===== src/rtl/riscv_multicycle_ctrl_fsm_if.sv =====
// Control/status bundle between the multi-cycle controller and the RV32I datapath/memory port.
// The master modport is the controller side; the slave modport is the datapath side.
interface riscv_multicycle_ctrl_fsm_if;
    logic [6:0] opcode;
    logic [2:0] funct3;
    logic       zero;
    logic       mem_ready;
    logic       mem_req;
    logic       mem_we;
    logic       addr_src;
    logic       ir_write;
    logic       pc_write;
    logic       pc_src;
    logic       reg_write;
    logic [1:0] result_src;
    logic [1:0] alu_src_a;
    logic [1:0] alu_src_b;
    logic [1:0] ALUOp;
    logic       func7_mask;
    logic [3:0] state;
    logic       bus_err;
    logic       illegal;

    modport master (
        input  opcode, funct3, zero, mem_ready,
        output mem_req, mem_we, addr_src, ir_write, pc_write, pc_src, reg_write,
               result_src, alu_src_a, alu_src_b, ALUOp, func7_mask, state, bus_err, illegal
    );

    modport slave (
        output opcode, funct3, zero, mem_ready,
        input  mem_req, mem_we, addr_src, ir_write, pc_write, pc_src, reg_write,
               result_src, alu_src_a, alu_src_b, ALUOp, func7_mask, state, bus_err, illegal
    );
endinterface


===== src/rtl/riscv_multicycle_ctrl_fsm.sv =====
// Multi-cycle RV32I main controller: FETCH/DECODE/EXECUTE/MEM/WB sequencing with a memory timeout.
// Optional macro ILLEGAL_TRAP_EN: unknown opcodes trap and set the sticky illegal flag.
module riscv_multicycle_ctrl_fsm #(
    parameter int MEM_TIMEOUT = 255,
    parameter int CNT_W       = 8
) (
    input  logic                          clk,
    input  logic                          rst,
    riscv_multicycle_ctrl_fsm_if.master   bus
);

    localparam logic [6:0] OPC_LOAD   = 7'b0000011;
    localparam logic [6:0] OPC_STORE  = 7'b0100011;
    localparam logic [6:0] OPC_OP     = 7'b0110011;
    localparam logic [6:0] OPC_OPIMM  = 7'b0010011;
    localparam logic [6:0] OPC_BRANCH = 7'b1100011;
    localparam logic [6:0] OPC_JAL    = 7'b1101111;
    localparam logic [CNT_W-1:0] LIMIT = CNT_W'(MEM_TIMEOUT - 1);

    typedef enum logic [3:0] {
        S_FETCH  = 4'd0,
        S_DECODE = 4'd1,
        S_MEMADR = 4'd2,
        S_MEMRD  = 4'd3,
        S_MEMWB  = 4'd4,
        S_MEMWR  = 4'd5,
        S_EXEC   = 4'd6,
        S_ALUWB  = 4'd7,
        S_BRANCH = 4'd8,
        S_JAL    = 4'd9,
        S_TRAP   = 4'd10
    } state_t;

    state_t           r_state;
    state_t           w_next;
    logic [CNT_W-1:0] r_cnt;
    logic             r_bus_err;
    logic             w_wait;
    logic             w_timeout;
    logic             w_f7m;

    logic             w_mem_req;
    logic             w_mem_we;
    logic             w_addr_src;
    logic             w_ir_write;
    logic             w_pc_write;
    logic             w_pc_src;
    logic             w_reg_write;
    logic [1:0]       w_result_src;
    logic [1:0]       w_alu_src_a;
    logic [1:0]       w_alu_src_b;
    logic [1:0]       w_alu_op;
    logic             w_func7_mask;
`ifdef ILLEGAL_TRAP_EN
    logic             r_illegal;
    logic             w_set_illegal;
`endif

    // Memory handshake: a transfer completes in any cycle where mem_req and mem_ready are both high;
    // mem_req stays asserted (and the state holds) until then, or until the wait limit expires.
    assign w_wait    = w_mem_req & ~bus.mem_ready;
    assign w_timeout = w_wait & (r_cnt == LIMIT);
    // funct3 = 101 is SRLI/SRAI, where IR[30] carries the shift type and must reach the ALU.
    assign w_f7m     = (bus.opcode == OPC_OPIMM) && (bus.funct3 != 3'b101);

    always_comb begin
        w_next       = r_state;
        w_mem_req    = 1'b0;
        w_mem_we     = 1'b0;
        w_addr_src   = 1'b0;
        w_ir_write   = 1'b0;
        w_pc_write   = 1'b0;
        w_pc_src     = 1'b0;
        w_reg_write  = 1'b0;
        w_result_src = 2'b00;
        w_alu_src_a  = 2'b00;
        w_alu_src_b  = 2'b00;
        w_alu_op     = 2'b00;
        w_func7_mask = 1'b0;
`ifdef ILLEGAL_TRAP_EN
        w_set_illegal = 1'b0;
`endif
        case (r_state)
            S_FETCH: begin
                w_mem_req   = 1'b1;
                w_alu_src_b = 2'b10;
                w_alu_op    = 2'b10;
                if (bus.mem_ready) begin
                    w_ir_write = 1'b1;
                    w_pc_write = 1'b1;
                    w_next     = S_DECODE;
                end
            end
            S_DECODE: begin
                w_alu_src_a = 2'b01;
                w_alu_src_b = 2'b01;
                w_alu_op    = 2'b10;
                case (bus.opcode)
                    OPC_LOAD, OPC_STORE: w_next = S_MEMADR;
                    OPC_OP, OPC_OPIMM:   w_next = S_EXEC;
                    OPC_BRANCH:          w_next = S_BRANCH;
                    OPC_JAL:             w_next = S_JAL;
                    default: begin
`ifdef ILLEGAL_TRAP_EN
                        w_set_illegal = 1'b1;
                        w_next        = S_TRAP;
`else
                        w_next        = S_FETCH;
`endif
                    end
                endcase
            end
            S_MEMADR: begin
                w_alu_src_a = 2'b10;
                w_alu_src_b = 2'b01;
                w_alu_op    = 2'b10;
                w_next      = (bus.opcode == OPC_STORE) ? S_MEMWR : S_MEMRD;
            end
            S_MEMRD: begin
                w_mem_req  = 1'b1;
                w_addr_src = 1'b1;
                if (bus.mem_ready) w_next = S_MEMWB;
            end
            S_MEMWB: begin
                w_reg_write  = 1'b1;
                w_result_src = 2'b01;
                w_next       = S_FETCH;
            end
            S_MEMWR: begin
                w_mem_req  = 1'b1;
                w_mem_we   = 1'b1;
                w_addr_src = 1'b1;
                if (bus.mem_ready) w_next = S_FETCH;
            end
            S_EXEC: begin
                w_alu_src_a  = 2'b10;
                w_alu_src_b  = (bus.opcode == OPC_OPIMM) ? 2'b01 : 2'b00;
                w_func7_mask = w_f7m;
                w_next       = S_ALUWB;
            end
            S_ALUWB: begin
                w_reg_write  = 1'b1;
                w_func7_mask = w_f7m;
                w_next       = S_FETCH;
            end
            S_BRANCH: begin
                w_alu_src_a = 2'b10;
                w_alu_op    = 2'b01;
                w_pc_src    = 1'b1;
                w_pc_write  = ((bus.funct3 == 3'b000) &&  bus.zero) ||
                              ((bus.funct3 == 3'b001) && !bus.zero);
                w_next      = S_FETCH;
            end
            S_JAL: begin
                w_alu_src_a  = 2'b01;
                w_alu_src_b  = 2'b10;
                w_alu_op     = 2'b10;
                w_reg_write  = 1'b1;
                w_result_src = 2'b10;
                w_pc_write   = 1'b1;
                w_pc_src     = 1'b1;
                w_next       = S_FETCH;
            end
            S_TRAP:  w_next = S_TRAP;
            default: w_next = S_FETCH;
        endcase
        if (w_timeout) w_next = S_TRAP;
    end

    always_ff @(posedge clk) begin
        if (rst) begin
            r_state   <= S_FETCH;
            r_cnt     <= '0;
            r_bus_err <= 1'b0;
        end else begin
            r_state <= w_next;
            if ((w_next != r_state) || bus.mem_ready) begin
                r_cnt <= '0;
            end else if (w_wait) begin
                r_cnt <= r_cnt + CNT_W'(1);
            end
            if (w_timeout) r_bus_err <= 1'b1;
        end
    end

`ifdef ILLEGAL_TRAP_EN
    always_ff @(posedge clk) begin
        if (rst) begin
            r_illegal <= 1'b0;
        end else if (w_set_illegal) begin
            r_illegal <= 1'b1;
        end
    end
    assign bus.illegal = r_illegal;
`else
    assign bus.illegal = 1'b0;
`endif

    assign bus.mem_req    = w_mem_req;
    assign bus.mem_we     = w_mem_we;
    assign bus.addr_src   = w_addr_src;
    assign bus.ir_write   = w_ir_write;
    assign bus.pc_write   = w_pc_write;
    assign bus.pc_src     = w_pc_src;
    assign bus.reg_write  = w_reg_write;
    assign bus.result_src = w_result_src;
    assign bus.alu_src_a  = w_alu_src_a;
    assign bus.alu_src_b  = w_alu_src_b;
    assign bus.ALUOp      = w_alu_op;
    assign bus.func7_mask = w_func7_mask;
    assign bus.state      = r_state;
    assign bus.bus_err    = r_bus_err;

endmodule


===== src/flat_wrapper.sv =====
// flat-port wrapper written by rule: the top's interface ports become plain ports
module riscv_multicycle_ctrl_fsm_flat 
#(
    parameter int MEM_TIMEOUT = 255,
    parameter int CNT_W       = 8
)
  (clk, rst, bus_opcode, bus_funct3, bus_zero, bus_mem_ready, bus_mem_req, bus_mem_we, bus_addr_src, bus_ir_write, bus_pc_write, bus_pc_src, bus_reg_write, bus_result_src, bus_alu_src_a, bus_alu_src_b, bus_ALUOp, bus_func7_mask, bus_state, bus_bus_err, bus_illegal);
  riscv_multicycle_ctrl_fsm_if bus_i ();
  input  logic clk;
  input  logic rst;
  input wire logic [$bits(bus_i.opcode)-1:0] bus_opcode;
  input wire logic [$bits(bus_i.funct3)-1:0] bus_funct3;
  input wire logic [$bits(bus_i.zero)-1:0] bus_zero;
  input wire logic [$bits(bus_i.mem_ready)-1:0] bus_mem_ready;
  output wire logic [$bits(bus_i.mem_req)-1:0] bus_mem_req;
  output wire logic [$bits(bus_i.mem_we)-1:0] bus_mem_we;
  output wire logic [$bits(bus_i.addr_src)-1:0] bus_addr_src;
  output wire logic [$bits(bus_i.ir_write)-1:0] bus_ir_write;
  output wire logic [$bits(bus_i.pc_write)-1:0] bus_pc_write;
  output wire logic [$bits(bus_i.pc_src)-1:0] bus_pc_src;
  output wire logic [$bits(bus_i.reg_write)-1:0] bus_reg_write;
  output wire logic [$bits(bus_i.result_src)-1:0] bus_result_src;
  output wire logic [$bits(bus_i.alu_src_a)-1:0] bus_alu_src_a;
  output wire logic [$bits(bus_i.alu_src_b)-1:0] bus_alu_src_b;
  output wire logic [$bits(bus_i.ALUOp)-1:0] bus_ALUOp;
  output wire logic [$bits(bus_i.func7_mask)-1:0] bus_func7_mask;
  output wire logic [$bits(bus_i.state)-1:0] bus_state;
  output wire logic [$bits(bus_i.bus_err)-1:0] bus_bus_err;
  output wire logic [$bits(bus_i.illegal)-1:0] bus_illegal;
  assign bus_i.opcode = bus_opcode;
  assign bus_i.funct3 = bus_funct3;
  assign bus_i.zero = bus_zero;
  assign bus_i.mem_ready = bus_mem_ready;
  assign bus_mem_req = bus_i.mem_req;
  assign bus_mem_we = bus_i.mem_we;
  assign bus_addr_src = bus_i.addr_src;
  assign bus_ir_write = bus_i.ir_write;
  assign bus_pc_write = bus_i.pc_write;
  assign bus_pc_src = bus_i.pc_src;
  assign bus_reg_write = bus_i.reg_write;
  assign bus_result_src = bus_i.result_src;
  assign bus_alu_src_a = bus_i.alu_src_a;
  assign bus_alu_src_b = bus_i.alu_src_b;
  assign bus_ALUOp = bus_i.ALUOp;
  assign bus_func7_mask = bus_i.func7_mask;
  assign bus_state = bus_i.state;
  assign bus_bus_err = bus_i.bus_err;
  assign bus_illegal = bus_i.illegal;
  riscv_multicycle_ctrl_fsm #(.MEM_TIMEOUT(MEM_TIMEOUT), .CNT_W(CNT_W)) u_core (.clk(clk), .rst(rst), .bus(bus_i));
endmodule

===== config.mk =====
export PLATFORM = sky130hd
export DESIGN_NAME = riscv_multicycle_ctrl_fsm_flat
export DESIGN_NICKNAME = d
export VERILOG_FILES = /design/src/rtl/riscv_multicycle_ctrl_fsm_if.sv /design/src/rtl/riscv_multicycle_ctrl_fsm.sv /design/src/flat_wrapper.sv
export SDC_FILE = /design/constraint.sdc
export NUM_CORES = 1
export LEC_CHECK = 0
export ABC_AREA = 1
export CAP_MARGIN = 10
export CORE_MARGIN = 2
export CORE_UTILIZATION = 40
export CTS_CLUSTER_DIAMETER = 150
export DETAILED_ROUTE_END_ITERATION = 10
export PLACE_DENSITY = 0.71
export SLEW_MARGIN = 0
export SYNTH_ARGS = -nofsm -noshare
export SYNTH_HDL_FRONTEND = slang
export SYNTH_SLANG_ARGS = --single-unit

===== constraint.sdc =====
create_clock -name clk -period 4.72 [get_ports clk]
set_input_delay 0.944 -clock clk [delete_from_list [all_inputs] [get_ports clk]]
set_output_delay 0.944 -clock clk [all_outputs]
set_load 0.01 [all_outputs]

# Yosys cells after proc, flatten, opt, wreduce, memory -nomap -nowiden
# Index checks and enable logic that the tools add are counted.
# Widths: inputs -> output; s select.
# word_totals
ff_bits	13
latch_bits	0
ramBits	0
rom_bits	0
inputBits	14
elab_cells	69
n_memories	0
# op_classes
n_addsub	1
mul	0
n_div	0
n_lt_le_gt_ge	0
eq_ne	20
n_shift	0
mux	21
n_bitwise	3
n_reduce_logical	21
# ops
op	n
$pmux 4 s7	1
$reduce_or 2->1	9
$eq 4x3->1 const B	4
$mux 4	4
$pmux 4 s4	1
$eq 7x6->1 const B	2
$eq 7x7->1 const B	2
$eq 4x4->1 const B	3
$pmux 2 s2	3
$mux 1	9
$reduce_or 3->1	3
$add 8x1->8 const B	1
$eq 4x2->1 const B	2
$eq 8x8->1 const B	1
$eq 7x2->1 const B	1
$eq 7x5->1 const B	1
$pmux 2 s3	1
$eq 4x1->1 const B	1
$logic_not 4->1	1
$ne 4x4->1	1
$reduce_or 4->1	1
$eq 3x1->1 const B	1
$logic_and 1x1->1	3
$logic_not 3->1	1
7 further kinds	9

# Logic depth before layout (Yosys ltp)
# Gate-level depths: netlist of run 1.
# logic_depth
word_depth	9
ltp_mapped	13
mapped_depth_nobuf	13

# Worst setup path before layout of run 1
# Ideal clock, no wire load.
# synth_path
path_type	in2out
start	in bus_opcode[2]
end	out bus_func7_mask
arrival_time_ns	1.954
t_required_ns	3.776
slack_ns	1.822
path_stages	5
n_path_buf	0
cell_sequence	nor2_1 > nand2_1 > nor2_1 > nand2_1 > a2111oi_0
# synth_via
elab_chain_cells	3
# synth_lines
element	line_no	text
from (decl)	flat_wrapper.sv:11	input wire logic [$bits(bus_i.opcode)-1:0] bus_opcode;
$eq 7x5->1	riscv_multicycle_ctrl_fsm.sv:64	assign w_f7m = (bus.opcode == OPC_OPIMM) && (bus.funct3 != 3'b101);
$logic_and 1x1->1	riscv_multicycle_ctrl_fsm.sv:64	
$mux 1	riscv_multicycle_ctrl_fsm.sv:83	case (r_state)
to (decl)	flat_wrapper.sv:26	output wire logic [$bits(bus_i.func7_mask)-1:0] bus_func7_mask;
# Every way passes these cells.

# Final worst setup path of run 1
# Same ends and word-level chain as after synthesis.

==> metrics, run 1 <==
detailed-route wire length per cell roughly 10 µm; first-pass GRT wire length 4.64 mm; All-Layer GR Usage between 10% and 20%; Initial Utilization 41.3%; setup_tns 0 ns; Syn. warnings 0; syn_nets 203; Top FF cell, synth dfxtp_1; pwr/cell area 157 nW/µm²; CTS Buffer Depth 2; Netlist Area Pre-Place 1110 µm²; global route hottest layer met2; DPL Wire Length roughly 2.1 mm; clk_lat worst skew 0.28 ns; WP data arrival 2.82 ns; critical-path maximum fanout 3; reg-to-reg setup timing slack 2.99 ns; met1 GRT Util 23.6%; Layout area overhead 35.9%; H-tree levels 1; Worst Hold Class reg -> reg; CP Capture Type output pin; post-route cell area 1510 µm²; RSZ-0062 raised after global routing no; library cells used by synthesis 24; GP Congestion around 0.86; post-CTS setup buffers 0; antenna-violating nets left 0; WS Path Type in -> out; worst-path cell with the longest stage delay clkdlybuf4s50_1; pin count of the biggest net entering global routing 11; initial antenna violation count 0; layout net count 241; sequential-to-total area share from yosys stat between 20% and 30%; drt first pass iters 4; Highest Clock Rate roughly 270 MHz; Total Die Area 3210 µm²; CTS clock-pin slew for the worst setup and hold paths 0.07 ns; post-layout min period roughly 3.8 ns; port bufs 34; Post-CTS Resized 0; Final Hold Viols 0; row cnt 19; DR vias/cell 4.69; Setup Skew approximately 0.0051 ns; status finished, final reports clean; Chip Height around 57 µm; Routed WL 2.60 mm; #FFs+latches synth 13; CTS tree yes; total clock sinks 13; asr flop ratio synth 0%; Req. time, crit path 3.78 ns; core area 2690 µm²; Syn Inst Count between 150 and 200; gr ovfl total 0; Die Width approximately 57 µm; Core Util, Final 56.1%; hold_sp u_core.bus.bus_err; Hold Buf Count CTS 0; Avg Inst Size Synth 5.93 µm²; DRC 0; Setup violations, final 0; CP Cell Sequence clkdlybuf4s50_1 -> nor2_1 -> nand2_1 -> nor2_1 -> nand2_1 -> a2111oi_0 -> clkdlybuf4s50_1; final period utilization around four fifths; via count 1196; Critical R2R Launch u_core.bus.state[0]; vias in the first global route 1119; number of synthesized flops with an enable pin 0; Num CTS Buffers 3; I/O Pins 36; Max Slew Vio Count 0; P_leak just under 0.7 nW; met3 Usage GRT 2.76%; VDD IR-drop max 137 µV; Crit path largest cell delay 0.61 ns; Max-Cap Viols 0; drt initial violations 32; root buffer cell clkbuf_4; # fillers 271; layout cell share with drive strength beyond 1 approximately 11%; Setup crit start kind input pin; Setup crit start bus_opcode[2]; ANT cells 0; placed cell area 1480 µm²; global routing usage on met2 between 20 and 30%
through the flow:
step	total power [mW]	std cells	worst slack, ns	hold WS, ns
finish	0.236	255	0.955	0.454
detailed placement	0.170	251	0.963	0.445
global route	0.250	255	0.737	0.488
global placement	0.169	251	1.00	0.442
floorplan	0.142	187	1.82	0.468
CTS	0.239	255	0.960	0.460
Yosys cell counts (2+ instances only):
cell / count / area (µm²)
nand4_1: 2 / 12.5
nor2_1: 29 / 109
nand2_1: 49 / 184
inv_2: 3 / 11.3
nand3_4: 2 / 35.0
a21oi_1: 5 / 25.0
clkinv_1: 3 / 11.3
nand2_2: 2 / 12.5
nor2_2: 13 / 81.3
nand3_1: 17 / 85.1
o21ai_0: 4 / 20.0
inv_1: 27 / 101
xnor2_1: 4 / 35.0
xor2_1: 4 / 35.0
dfxtp_1: 13 / 260
ha_1: 2 / 25.0
layout by cell type (no fill, tap or decap):
master	count
xor2_1	4
nand3b_1	1
clkdlybuf4s50_1	34
inv_2	3
nor2_4	1
conb_1	1
nand2_4	1
nor2_2	13
nor2_1	29
nand4_1	2
clkbuf_1	1
nand3_4	2
xnor2_1	4
o22ai_1	1
clkbuf_4	3
nand3_1	17
ha_1	2
a2111oi_0	1
a21oi_1	5
o311ai_0	1
dfxtp_1	13
nand2_2	2
inv_1	27
clkinv_1	3
nand2_1	49
o21ai_0	4
cell families after synthesis:
kind of cell    share of synthesized area [%]
buf+inv                                  11.9
flops                                    23.5
xor+xnor                                 6.32
simple gates                             49.5
other cells                             0.338
compound gates                           6.21
fa+ha+maj                                2.26
flip-flops by register name, indices dropped and copies added (netlist names):
name,count
u_core.r_cnt,8
u_core.bus.bus_err,1
u_core.bus.state,4
per-layer routing:
layer | wire length [µm] | vias up
met5 | 0 | -
met4 | 40 | 0
met3 | 146 | 5
met2 | 1150 | 30
met1 | 1260 | 510
li1 | - | 651
worst paths after layout:
kind	end	cells past startpoint
max reg2reg	u_core.r_cnt[7]	13
max	bus_func7_mask	7
min reg2reg	u_core.bus.bus_err	2
min	u_core.bus.bus_err	2
area by class of cell:
cell class                 count  area [µm²]  share of cell area (%)
clock buffer                   4        26.3                    1.74
tap                           31        38.8                    2.57
timing repair buffer          34         340                    22.6
sequential                    13         260                    17.3
multi-input combinational    140         717                    47.6
inverter                      33         124                    8.22
report_power, final:
part	switching (mW)	internal (mW)
clock network	0.0363	0.0328
logic	0.0281	0.0267
registers	0.00139	0.111
worst max-delay path, delay by kind of cell:
family	cells	cell delay [ns]
and+or+nand+nor	4	0.51
AOI/OAI and AO/OA	1	0.31
buffers and inverters	2	1.05
No activity file was read; power rests on OpenSTA's default activity.
==> run 2, diff against run 1 <==
Settings changed: PLACE_DENSITY 0.71 to 0.74.
Clock period 4.72 ns to 3.25 ns, I/O delays scaled along.
==> run 2 against run 1 <==
Global-route usage is 0.34 points lower. Die area stayed put. Sequential share of layout area hardly changed. Combinational power is 45% higher. Flip-flop and latch count stayed put. Largest cell class unchanged. Largest power group unchanged.
==> metrics, run 2 (same netlist as run 1, synthesis figures left out) <==
dpl cells roughly 250; Core Util, Final 56.2%; CP Capture Type output pin; P_leak between 0.6 and 0.7 nW; Setup crit start kind input pin; initial antenna violation count 0; Hold Buf Count CTS 0; core area 2690 µm²; final period utilization 91.7%; Max-Cap Viols 0; gr ovfl total 0; detailed-route wire length per cell between 10 and 15 µm; Final WS setup ~0.27 ns; Hold EP u_core.bus.bus_err; Chip Height 56.6 µm; hold_sp u_core.bus.bus_err; clk_lat worst skew 0.28 ns; CTS clock-pin slew for the worst setup and hold paths 0.07 ns; I/O Pins 36; status finished, final reports clean; WP data arrival 2.33 ns; # fillers 296; Worst Hold Class reg -> reg; drt first pass iters 4; Final Hold Viols 0; port bufs 34; Bufs and invs on worst path 3; Num CTS Buffers 3; DPL Wire Length 2.09 mm; reg2reg end u_core.r_cnt[6]; Highest Clock Rate between 300 and 400 MHz; Req. time, crit path 2.60 ns; commonest non-fill, non-tap cells in the layout nand2_1 (49), clkdlybuf4s50_1 (33), nor2_1 (29); Initial Utilization 41.3%; Crit path largest cell delay 0.56 ns; Tot Pwr 342 µW; CP delay by family, top buffers and inverters; hold-critical path depth 2; root buffer cell clkbuf_4; CTS Buffer Depth 2; CP Cell Sequence clkdlybuf4s50_1 -> nand2_1 -> inv_1 -> nand2_1 -> nor2_1 -> nand2_1 -> o21ai_0 -> clkdlybuf4s50_1; VDD IR-drop max 314 µV; layout cell share with drive strength beyond 1 approximately 11%; pwr/cell area 226 nW/µm²; row cnt 19; worst-path cell with the longest stage delay clkdlybuf4s50_1; Critical R2R Launch u_core.bus.state[0]; Setup Skew 0.00386 ns; reg-to-reg setup timing slack 1.52 ns; first-pass GRT wire length 4.47 mm; post-layout min period 2.98 ns; via count 1226; layout net count 241; total clock sinks 13; critical path's most frequent cell nand2_1; ANT cells 0; DR vias/cell ~4.8; GP Congestion 0.861; pin count of the biggest net entering global routing 11; H-tree levels 1; Die Width 56.6 µm; Max Slew Vio Count 0; vias in the first global route 1081; critical-path maximum fanout 3; Non-Filler Instances 255; WS Path Type in -> out; post-CTS setup buffers 0; Layout area overhead 36.2%; Setup violations, final 0; All-Layer GR Usage 17.4%; Total Die Area 3210 µm²; Place WS 0.112 ns; RSZ-0062 raised after global routing no; Routed WL 2.63 mm; max FFs per register 8; DRC 0; reg2reg path depth 13; setup_tns 0 ns; drt initial violations 39; CTS tree yes; antenna-violating nets left 0; Most flops, register u_core.r_cnt; most common cell after layout, fill and taps aside nand2_1
[run 2: report_power, final]
part / leakage, nW / internal [mW] / switching, mW
sequential: 0.105 / 0.161 / 0.00198
combinational: 0.576 / 0.0389 / 0.0407
clock: 0.0150 / 0.0476 / 0.0522
total: 0.696 / 0.247 / 0.0950
[run 2: how the worst max path moves through the flow]
stage	cells after the start	to	startpoint
global route	8	bus_alu_src_b[0]	bus_opcode[1]
floorplan	5	bus_func7_mask	bus_opcode[2]
global placement	7	bus_func7_mask	bus_opcode[2]
finish	8	bus_alu_src_b[0]	bus_opcode[0]
detailed placement	8	bus_func7_mask	bus_opcode[0]
CTS	8	bus_func7_mask	bus_opcode[0]
[run 2: metal layers]
metal	track usage, %	up-vias	wire (µm)
met5	0	-	0
met4	7.14	0	43
met3	2.53	4	134
met2	29.7	26	1210
met1	21.6	549	1250
li1	-	647	-
[run 2: repair_timing]
item                                    CTS  global route
gates resized for setup                   0             2
endpoints found under the hold margin     0             0
endpoints found under the setup margin    0             1
[run 2: worst min-delay path: cells and delay by family, from the launching register on]
family	cells	cell delay (ns)
AO/OA/AOI/OAI	1	0.05
buffers and inverters	1	0.05
flip-flops	1	0.32
[run 2: metrics by stage]
stage / hold slack, ns / cell area (µm²)
2_1_floorplan: 0.468 / 1110
3_3_place_gp: 0.442 / 1480
3_5_place_dp: 0.444 / 1480
4_1_cts: 0.459 / 1510
5_1_grt: 0.479 / 1510
6_report: 0.463 / 1510
[run 2: area by class of cell]
type / instances / area [µm²] / area share, %
Timing Repair Buffer: 34 / 343 / 22.7
Inverter: 33 / 124 / 8.20
Sequential cell: 13 / 260 / 17.2
Multi-Input combinational cell: 140 / 718 / 47.6
Clock buffer: 4 / 26.3 / 1.74
Tap cell: 31 / 38.8 / 2.57
